### config.mk
export PLATFORM = sky130hd
export DESIGN_NAME = risc_spm_control_unit
export DESIGN_NICKNAME = d
export VERILOG_FILES = /design/src/rtl/risc_spm_control_unit.sv
export SDC_FILE = /design/constraint.sdc
export NUM_CORES = 1
export LEC_CHECK = 0
export ABC_CLOCK_PERIOD_IN_PS = 1000
export CAP_MARGIN = 20
export CORE_MARGIN = 8
export CORE_UTILIZATION = 38
export CTS_BUF_LIST = sky130_fd_sc_hd__clkbuf_4 sky130_fd_sc_hd__clkbuf_8
export CTS_CLUSTER_DIAMETER = 50
export DETAILED_ROUTE_END_ITERATION = 6
export PLACE_DENSITY = 0.89
export REMOVE_ABC_BUFFERS = 1
export SLEW_MARGIN = 0
export SYNTH_ARGS = -nofsm -noshare
export SYNTH_HDL_FRONTEND = slang
export SYNTH_SLANG_ARGS = --single-unit
### constraint.sdc
create_clock -name clk -period 1 [get_ports clk]
set_input_delay 0.1 -clock clk [delete_from_list [all_inputs] [get_ports clk]]
set_output_delay 0.1 -clock clk [all_outputs]
set_load 0.005 [all_outputs]
### src/rtl/risc_spm_control_unit.sv
`default_nettype none
// ============================================================================
// Module   : risc_spm_control_unit
// Brief    : Fetch/decode/execute sequencer for the 8-bit RISC SPM datapath.
// Revision : 1.0
// ============================================================================
module risc_spm_control_unit #(
  parameter int WORD_SIZE = 8
) (
  input  logic                 clk,
  input  logic                 rst,
  input  logic [WORD_SIZE-1:0] instruction,
  input  logic                 zero,
  output logic                 Load_R0,
  output logic                 Load_R1,
  output logic                 Load_R2,
  output logic                 Load_R3,
  output logic                 Load_PC,
  output logic                 Inc_PC,
  output logic [2:0]           Sel_Bus_1_Mux,
  output logic [1:0]           Sel_Bus_2_Mux,
  output logic                 Load_IR,
  output logic                 Load_Add_R,
  output logic                 Load_Reg_Y,
  output logic                 Load_Reg_Z,
  output logic                 write,
  output logic                 illegal,
  output logic [3:0]           state
);

  typedef enum logic [3:0] {
    S_IDLE = 4'd0,  S_FET1 = 4'd1,  S_FET2 = 4'd2, S_DEC  = 4'd3,
    S_EX1  = 4'd4,  S_RD1  = 4'd5,  S_RD2  = 4'd6, S_WR1  = 4'd7,
    S_WR2  = 4'd8,  S_BR1  = 4'd9,  S_BR2  = 4'd10, S_HALT = 4'd11
  } state_t;

  localparam logic [3:0] c_OP_NOP  = 4'd0;
  localparam logic [3:0] c_OP_ADD  = 4'd1;
  localparam logic [3:0] c_OP_SUB  = 4'd2;
  localparam logic [3:0] c_OP_AND  = 4'd3;
  localparam logic [3:0] c_OP_NOT  = 4'd4;
  localparam logic [3:0] c_OP_RD   = 4'd5;
  localparam logic [3:0] c_OP_WR   = 4'd6;
  localparam logic [3:0] c_OP_BR   = 4'd7;
  localparam logic [3:0] c_OP_BRZ  = 4'd8;
  localparam logic [3:0] c_OP_HALT = 4'd15;

  localparam logic [2:0] c_SEL1_PC   = 3'd4;
  localparam logic [1:0] c_SEL2_ALU  = 2'd0;
  localparam logic [1:0] c_SEL2_BUS1 = 2'd1;
  localparam logic [1:0] c_SEL2_MEM  = 2'd2;

  state_t     r_state;
  state_t     w_next;
  logic       r_illegal;
  logic       w_set_illegal;
  logic [3:0] w_load_r;

  logic [3:0] w_opcode;
  logic [1:0] w_src;
  logic [1:0] w_dest;

  assign w_opcode = instruction[WORD_SIZE-1 -: 4];
  assign w_src    = instruction[3:2];
  assign w_dest   = instruction[1:0];

  always_ff @(posedge clk) begin
    if (rst) begin
      r_state   <= S_IDLE;
      r_illegal <= 1'b0;
    end else begin
      r_state <= w_next;
      if (w_set_illegal) r_illegal <= 1'b1;
    end
  end

  always_comb begin
    w_next        = S_IDLE;
    w_set_illegal = 1'b0;
    w_load_r      = 4'b0000;
    Load_PC       = 1'b0;
    Inc_PC        = 1'b0;
    Sel_Bus_1_Mux = 3'd0;
    Sel_Bus_2_Mux = c_SEL2_ALU;
    Load_IR       = 1'b0;
    Load_Add_R    = 1'b0;
    Load_Reg_Y    = 1'b0;
    Load_Reg_Z    = 1'b0;
    write         = 1'b0;
    case (r_state)
      S_IDLE: w_next = S_FET1;
      S_FET1: begin
        Sel_Bus_1_Mux = c_SEL1_PC;
        Sel_Bus_2_Mux = c_SEL2_BUS1;
        Load_Add_R    = 1'b1;
        w_next        = S_FET2;
      end
      S_FET2: begin
        Sel_Bus_2_Mux = c_SEL2_MEM;
        Load_IR       = 1'b1;
        Inc_PC        = 1'b1;
        w_next        = S_DEC;
      end
      S_DEC: begin
        case (w_opcode)
          c_OP_NOP: w_next = S_FET1;
          c_OP_ADD, c_OP_SUB, c_OP_AND: begin
            Sel_Bus_1_Mux = {1'b0, w_src};
            Sel_Bus_2_Mux = c_SEL2_BUS1;
            Load_Reg_Y    = 1'b1;
            w_next        = S_EX1;
          end
          c_OP_NOT: begin
            Sel_Bus_1_Mux = {1'b0, w_src};
            Sel_Bus_2_Mux = c_SEL2_ALU;
            Load_Reg_Z    = 1'b1;
            w_load_r      = 4'd1 << w_dest;
            w_next        = S_FET1;
          end
          c_OP_RD, c_OP_WR, c_OP_BR: begin
            Sel_Bus_1_Mux = c_SEL1_PC;
            Sel_Bus_2_Mux = c_SEL2_BUS1;
            Load_Add_R    = 1'b1;
            w_next        = (w_opcode == c_OP_RD) ? S_RD1 :
                            (w_opcode == c_OP_WR) ? S_WR1 : S_BR1;
          end
          c_OP_BRZ: begin
            if (zero) begin
              Sel_Bus_1_Mux = c_SEL1_PC;
              Sel_Bus_2_Mux = c_SEL2_BUS1;
              Load_Add_R    = 1'b1;
              w_next        = S_BR1;
            end else begin
              // Not taken: step the PC over the branch-target byte.
              Inc_PC = 1'b1;
              w_next = S_FET1;
            end
          end
          c_OP_HALT: w_next = S_HALT;
          default: begin
            w_set_illegal = 1'b1;
            w_next        = S_HALT;
          end
        endcase
      end
      S_EX1: begin
        Sel_Bus_1_Mux = {1'b0, w_dest};
        Sel_Bus_2_Mux = c_SEL2_ALU;
        Load_Reg_Z    = 1'b1;
        w_load_r      = 4'd1 << w_dest;
        w_next        = S_FET1;
      end
      S_RD1, S_WR1: begin
        Sel_Bus_2_Mux = c_SEL2_MEM;
        Load_Add_R    = 1'b1;
        Inc_PC        = 1'b1;
        w_next        = (r_state == S_RD1) ? S_RD2 : S_WR2;
      end
      S_RD2: begin
        Sel_Bus_2_Mux = c_SEL2_MEM;
        w_load_r      = 4'd1 << w_dest;
        w_next        = S_FET1;
      end
      S_WR2: begin
        Sel_Bus_1_Mux = {1'b0, w_src};
        write         = 1'b1;
        w_next        = S_FET1;
      end
      S_BR1: begin
        Sel_Bus_2_Mux = c_SEL2_MEM;
        Load_Add_R    = 1'b1;
        w_next        = S_BR2;
      end
      S_BR2: begin
        Sel_Bus_2_Mux = c_SEL2_MEM;
        Load_PC       = 1'b1;
        w_next        = S_FET1;
      end
      S_HALT: w_next = S_HALT;
      default: w_next = S_IDLE;
    endcase
  end

  assign Load_R0 = w_load_r[0];
  assign Load_R1 = w_load_r[1];
  assign Load_R2 = w_load_r[2];
  assign Load_R3 = w_load_r[3];
  assign illegal = r_illegal;
  assign state   = r_state;

endmodule
`default_nettype wire

==> reports/metrics.yaml, run 1 <==
detailed_routing:
  wl_per_cell_um: 21.95
  ant_nets: 0
  routed_wl_mm: 4.017
  vias: 1135
  drt_iter0_drc: 95
  vias_per_cell: 6.202
  drc: 0
  dr.pass1.iters: 4
floorplan:
  core_area_sq_mm: 0.001708
  dieArea_sq_mm: 0.003406
  row_count: 15
  initial_core_util: 0.3993
  die-height_um: 58.36
  fp.dieW_um: 58.36
  io_pins: 32
critical_path:
  worstReg2RegEnd: "state[2]"
  critPathSlowestCell: "dfxtp_4"
  start_kind: "flip-flop"
  r2r_cells: 5
  crit_chain: "and3b_2 -> buf_6 -> a32oi_4 -> nor2_1 -> buf_2"
  r2r_start: "state[1]"
  endpoint_kind: "output pin"
  slowest_delay_ns: 0.36
  critical_path_class: "reg -> out"
  ff2ff_setup_slack_ns: -0.33
  critPathArrivalTime_ns: 1.46
  cp.required_ns: 0.90
  crit_fanout: 4
clock_tree:
  clkSlewWorstSetupHoldPaths_ns: 0.06
  clk-insertion-delay-late_ns: 0.25
  numCtsBuffers: 3
  cts_root_buf: "clkbuf_4"
  clk_path_buf_depth: 2
  ctsHtreeMaxLevel: 1
  clock-sinks: 5
  cts_tree: "yes"
placement:
  placed_cell_area_sq_mm: 0.001115
  dp_cells: 157
  place_hpwl_mm: 1.881
  finalWeightedCongestion: 1.014
  portBuffers: 31
hold_path:
  min_path_type: "in -> reg"
  hold_end: "illegal"
  whs_path_depth: 4
  hp-start: "instruction[5]"
grt:
  grt_max_degree: 10
  overflow: 0
  grt_usage: 0.1701
  antenna_found_initial: 0
  grt_pass1_wl_mm: 4.623
  grt_pass1_vias: 994
logic_synthesis:
  synthCells: 87
  yosys_most_used_dff: "dfxtp_1"
  synth_area_sq_um: 681.9
  synth-edff-count: 0
  synth_top_area_share: 0.1468
  synth_area_leaders: "dfxtp_1 (15%), buf_6 (8.3%), nand2_1 (5.5%)"
  yosysSeqAreaShare: 0.1468
  yosys.cell_types.count: 42
  synth_area_per_cell_sq_um: 7.838
  synth_seq_cells: 5
  synthArstFlopShare: 0
  yosys_warnings: 0
  yosysTopAreaCell: "dfxtp_1"
timing:
  fmax_mhz: 641.2
  setup_viol: 25
  tightest_slew_ns: 0.3466
  post-route-period-util: 1.559
  hold_viol: 0
  timing.final.ws_setup_ns: -0.5595
  maxSlewViolCount: 0
  fin_crit_ns: 1.559
  rsz0062_at_grt: "yes"
  skew_ns: 0.01118
  slew_headroom: 0.7681
layout:
  stdcell_count: 183
  drive_above_1_share: 0.7342
  fin_nets: 170
  num_antenna_cells: 0
  fin_area_sq_mm: 0.001514
  layout_common_cells: "buf_4 (27), buf_6 (18), buf_2 (17), nor2_1 (6)"
  area_delta_synth_final_pct: 122.0
  final_common_cell: "buf_4"
pwr:
  cellPowerDensity_mw_per_mm2: 791.6
  p_leak_nw: 0.6622
  ir_drop_mv: 0.9416
status:
  violations: "setup timing"
  status: "finished with violations"
job:
  max-cap-violations: 0
worst max-delay path by stage:
stage | startpoint | end | cells after the start
3_5_place_dp | instruction[5] | Load_R2 | 6
3_3_place_gp | instruction[6] | Sel_Bus_1_Mux[1] | 5
5_1_grt | state[1] | Load_R0 | 5
6_report | state[1] | Load_R3 | 5
2_1_floorplan | state[3] | Sel_Bus_1_Mux[0] | 3
4_1_cts | state[0] | Load_R0 | 5
metal layers:
| layer | global-route usage | routed length [um] |
|---|---|---|
| met1 | 0.1796 | 1415 |
| met5 | 0 | 0 |
| met2 | 0.2929 | 1824 |
| met3 | 0.04348 | 478 |
| met4 | 0.1084 | 299 |
cells in the mapped netlist, types with 2 or more instances:
cell / n
buf_2: 2
nand3_1: 3
nor2_1: 8
buf_4: 2
a31oi_1: 2
a21oi_1: 6
o21ai_0: 3
a22o_1: 3
nor3b_1: 4
nand2_1: 10
dfxtp_1: 5
buf_6: 5
nor3_1: 3
nor2b_1: 3
layout make-up:
cell class                 instances  area (sq um)
tap                               25         31.28
timing repair buffer              76         633.1
inverter                           1         8.758
clock buffer                       4         30.03
fill                              64         193.9
sequential                         5         115.1
multi-input combinational         72         695.7
worst max-delay path: cells and delay by family (launching register included):
| family | cells | cell delay (ns) |
|---|---|---|
| DFF | 1 | 0.36 |
| buffers and inverters | 2 | 0.27 |
| AOI/OAI and AO/OA | 1 | 0.26 |
| and+or+nand+nor | 2 | 0.32 |
state kept, by name (all words and copies together) (netlist names):
register	count
state	4
illegal	1
kinds of logic after synthesis:
group | after synthesis | share of synthesized area
flops | 5 | 0.1468
buf+inv | 10 | 0.1248
simple gates | 44 | 0.4129
compound gates | 28 | 0.3156
power by group:
part / total [mW] / leakage (nW) / switching (mW) / internal, mW
sequential: 0.233 / 0.0436 / 0.0217 / 0.212
clock: 0.281 / 0.0184 / 0.102 / 0.179
combinational: 0.684 / 0.600 / 0.330 / 0.354
metrics by stage:
stage          hold slack, ns  setup slack, ns  setup TNS [ns]  utilization  total power [mW]
3_3_place_gp           0.4899          -0.9722          -15.78       0.6527            0.6646
4_1_cts                0.4880          -0.4809          -7.241       0.7956             1.046
2_1_floorplan          0.1662          -0.3243          -3.015            -            0.3939
5_1_grt                0.4067          -0.5884          -9.157       0.8864             1.239
3_5_place_dp           0.4859          -0.9987          -16.40       0.6527            0.6783
6_report               0.3855          -0.5595          -8.346       0.8864             1.199
what timing repair did:
item / CTS / global route
buffers inserted: 14 / 12
pin swaps: 22 / 13
setup endpoints to repair: 26 / 25
hold buffers: 0 / 0
gates resized for setup: 140 / 33
Note: power is estimated with default switching activity, not from simulation.
==> inputs of run 2 (changes only) <==
SETUP_SLACK_MARGIN = 0.15   (was default)
==> run 2 against run 1 <==
  * The flow still finishes with violations (setup timing)
  * Fmax down 2.2%
  * Largest cell class is now buffers
  * Cell area grew 3.2%
  * Global-route usage is 2.2 points higher
  * Sequential share of layout area is 0.16 points lower
  * Worst hold slack gained 0.16 ns
  * Final cell count rose by 2.7%
  * Clock skew fell by 0.0085 ns
  * Utilization is 2.9 points higher
  * Register-to-register slack is essentially flat
==> reports/metrics.yaml, run 2 (synthesis gave the netlist of run 1 again) <==
detailed_routing:
  vias: 1173  # +3.3%
  vias_per_cell: 6.239  # +0.60%
  drt_iter0_drc: 71  # -25%
  drc: 0  # unchanged
  routed_wl_mm: 4.353  # +8.4%
  ant_nets: 0  # unchanged
  wl_per_cell_um: 23.15  # +5.5%
  dr.pass1.iters: 4  # unchanged
timing:
  holdWs_ns: 0.5408  # +0.1553 ns
  skew_ns: 0.002699  # -0.008482 ns
  maxSlewViolCount: 0  # unchanged
  setup_viol: 25  # unchanged
  fin_crit_ns: 1.595  # +0.03524 ns
  hold_viol: 0  # unchanged
  slew_headroom: 0.7931  # +0.02501
  tightest_slew_ns: 0.3104  # -0.03623 ns
  post-route-period-util: 1.595  # +0.03524
  rsz0062_at_grt: "yes"
  fmax_mhz: 627.1  # -2.2%
  timing.final.ws_setup_ns: -0.5947  # -0.03524 ns
pwr:
  p_leak_nw: 0.7055  # +6.5%
  share_comb_of_total_power: 0.595  # +0.025
  ir_drop_mv: 1.339  # +42%
  pwr-share-seq: 0.188  # -0.007
  cellPowerDensity_mw_per_mm2: 796.7  # +0.64%
  p_switching_mw: 0.4602  # +1.3%
  clkPwrFrac: 0.217  # -0.018
  p_int_mw: 0.7848  # +5.4%
  switching_share: 0.3696  # -0.009274
status:
  status: "finished with violations"
  violations: "setup timing"
grt:
  grt_usage: 0.1919  # +0.02179
  grt_max_degree: 10  # unchanged
  antenna_found_initial: 0  # unchanged
  grt_pass1_vias: 1061  # +6.7%
  overflow: 0  # unchanged
  grt_pass1_wl_mm: 5.195  # +12%
clock_tree:
  cts_root_buf: "clkbuf_4"
  cts_tree: "yes"
  clk-insertion-delay-late_ns: 0.25  # about the same
  clkSlewWorstSetupHoldPaths_ns: 0.05  # about the same
  ctsHtreeMaxLevel: 1  # unchanged
  clk_path_buf_depth: 2  # unchanged
  ctsHoldBuffers: 0  # unchanged
  numCtsBuffers: 3  # unchanged
  clock-sinks: 5  # unchanged
critical_path:
  startpoint: "state[1]"
  critical_path_class: "reg -> out"
  critPathArrivalTime_ns: 1.49  # +0.03 ns
  start_kind: "flip-flop"
  cp.required_ns: 0.90  # about the same
  endpoint_kind: "output pin"
  r2r_start: "state[3]"
  crit_fanout: 5  # +1
  r2r_cells: 6  # +1
hold_path:
  hp-start: "instruction[5]"
  min_path_type: "in -> reg"
  whs_path_depth: 4  # unchanged
layout:
  drive_above_1_share: 0.7301  # -0.004116
  num_antenna_cells: 0  # unchanged
  layout_common_cells: "buf_4 (28), buf_6 (22), buf_2 (17), nand2_1 (6)"
  largest_reg_flops: 4  # unchanged
  area_delta_synth_final_pct: 129.2
  final_common_cell: "buf_4"
  final.fill_count: 66  # +3.1%
  fin_nets: 175  # +2.9%
  fin_area_sq_mm: 0.001563  # +3.2%
floorplan:
  fp.dieW_um: 58.36  # unchanged
  io_pins: 32  # unchanged
  dieArea_sq_mm: 0.003406  # unchanged
  die-height_um: 58.36  # unchanged
  initial_core_util: 0.3993  # unchanged
  row_count: 15  # unchanged
  core_area_sq_mm: 0.001708  # unchanged
placement:
  finalWeightedCongestion: 1.014  # unchanged
  portBuffers: 31  # unchanged
  place_hpwl_mm: 1.881  # unchanged
  placed_cell_area_sq_mm: 0.001115  # unchanged
job:
  max-cap-violations: 0  # unchanged
[run 2: cell count changes in the layout (fill, tap and decap cells not counted), sizes merged]
cell / before / now
clkbuf: 7 / 4
buf: 65 / 71
clkdlybuf4s15: 1 / 3
[run 2: layer usage]
metal / vias up / routed length (um) / global-route usage / share of wire
li1: 482 / - / - / -
met1: 543 / 1648 / 0.2017 / 0.38
met2: 118 / 2002 / 0.3402 / 0.46
met3: 30 / 462 / 0.05870 / 0.11
met4: 0 / 240 / 0.08741 / 0.055
met5: - / 0 / 0 / 0
[run 2: path summary, 6_finish.rpt]
path                                  to  slack, ns
worst max-delay path             Load_R1      -0.59
worst min-delay path             illegal       0.54
worst max register to register  state[2]      -0.34
worst min register to register   illegal       0.57
[run 2: area by class of cell]
type	instances	area (sq um)	area share
repair buffers	81	705.7	0.4516
multi-input cells	72	675.6	0.4323
flip-flops and latches	5	116.4	0.07446
well taps	25	31.28	0.02002
clock buffers	4	30.03	0.01922
inverters	1	3.754	0.002402
[run 2: power by group through the flow]
stage | clock [mW] | combinational [mW] | sequential (mW)
after floorplan | 0 | 0.141 | 0.253
after global placement | 0 | 0.430 | 0.235
after detailed placement | 0 | 0.443 | 0.235
after CTS | 0.276 | 0.550 | 0.230
after global routing | 0.285 | 0.773 | 0.235
final | 0.270 | 0.741 | 0.234
[run 2: per-stage QoR]
stage	setup slack (ns)	cells	power [mW]	utilization	setup TNS, ns
floorplan	-0.3243	78	0.3939	-	-3.015
global placement	-0.9722	157	0.6646	0.6527	-15.78
detailed placement	-0.9987	157	0.6783	0.6527	-16.40
CTS	-0.4809	176	1.056	0.8059	-7.243
global route	-0.6600	188	1.293	0.9150	-10.16
finish	-0.5947	188	1.245	0.9150	-9.171
[run 2: repair_timing]
action,4_1_cts,5_1_grt
setup buffers,15,12
gates cloned,0,0
pin swaps,22,16
resized for setup,146,24
endpoints found under the setup margin,26,25
[run 2: worst max-delay path: stages (launching register included)]
cell	delay, ns
dfxtp_4	0.37
and3b_2	0.25
buf_6	0.12
a32oi_4	0.12
nor3b_2	0.23
buf_2	0.16
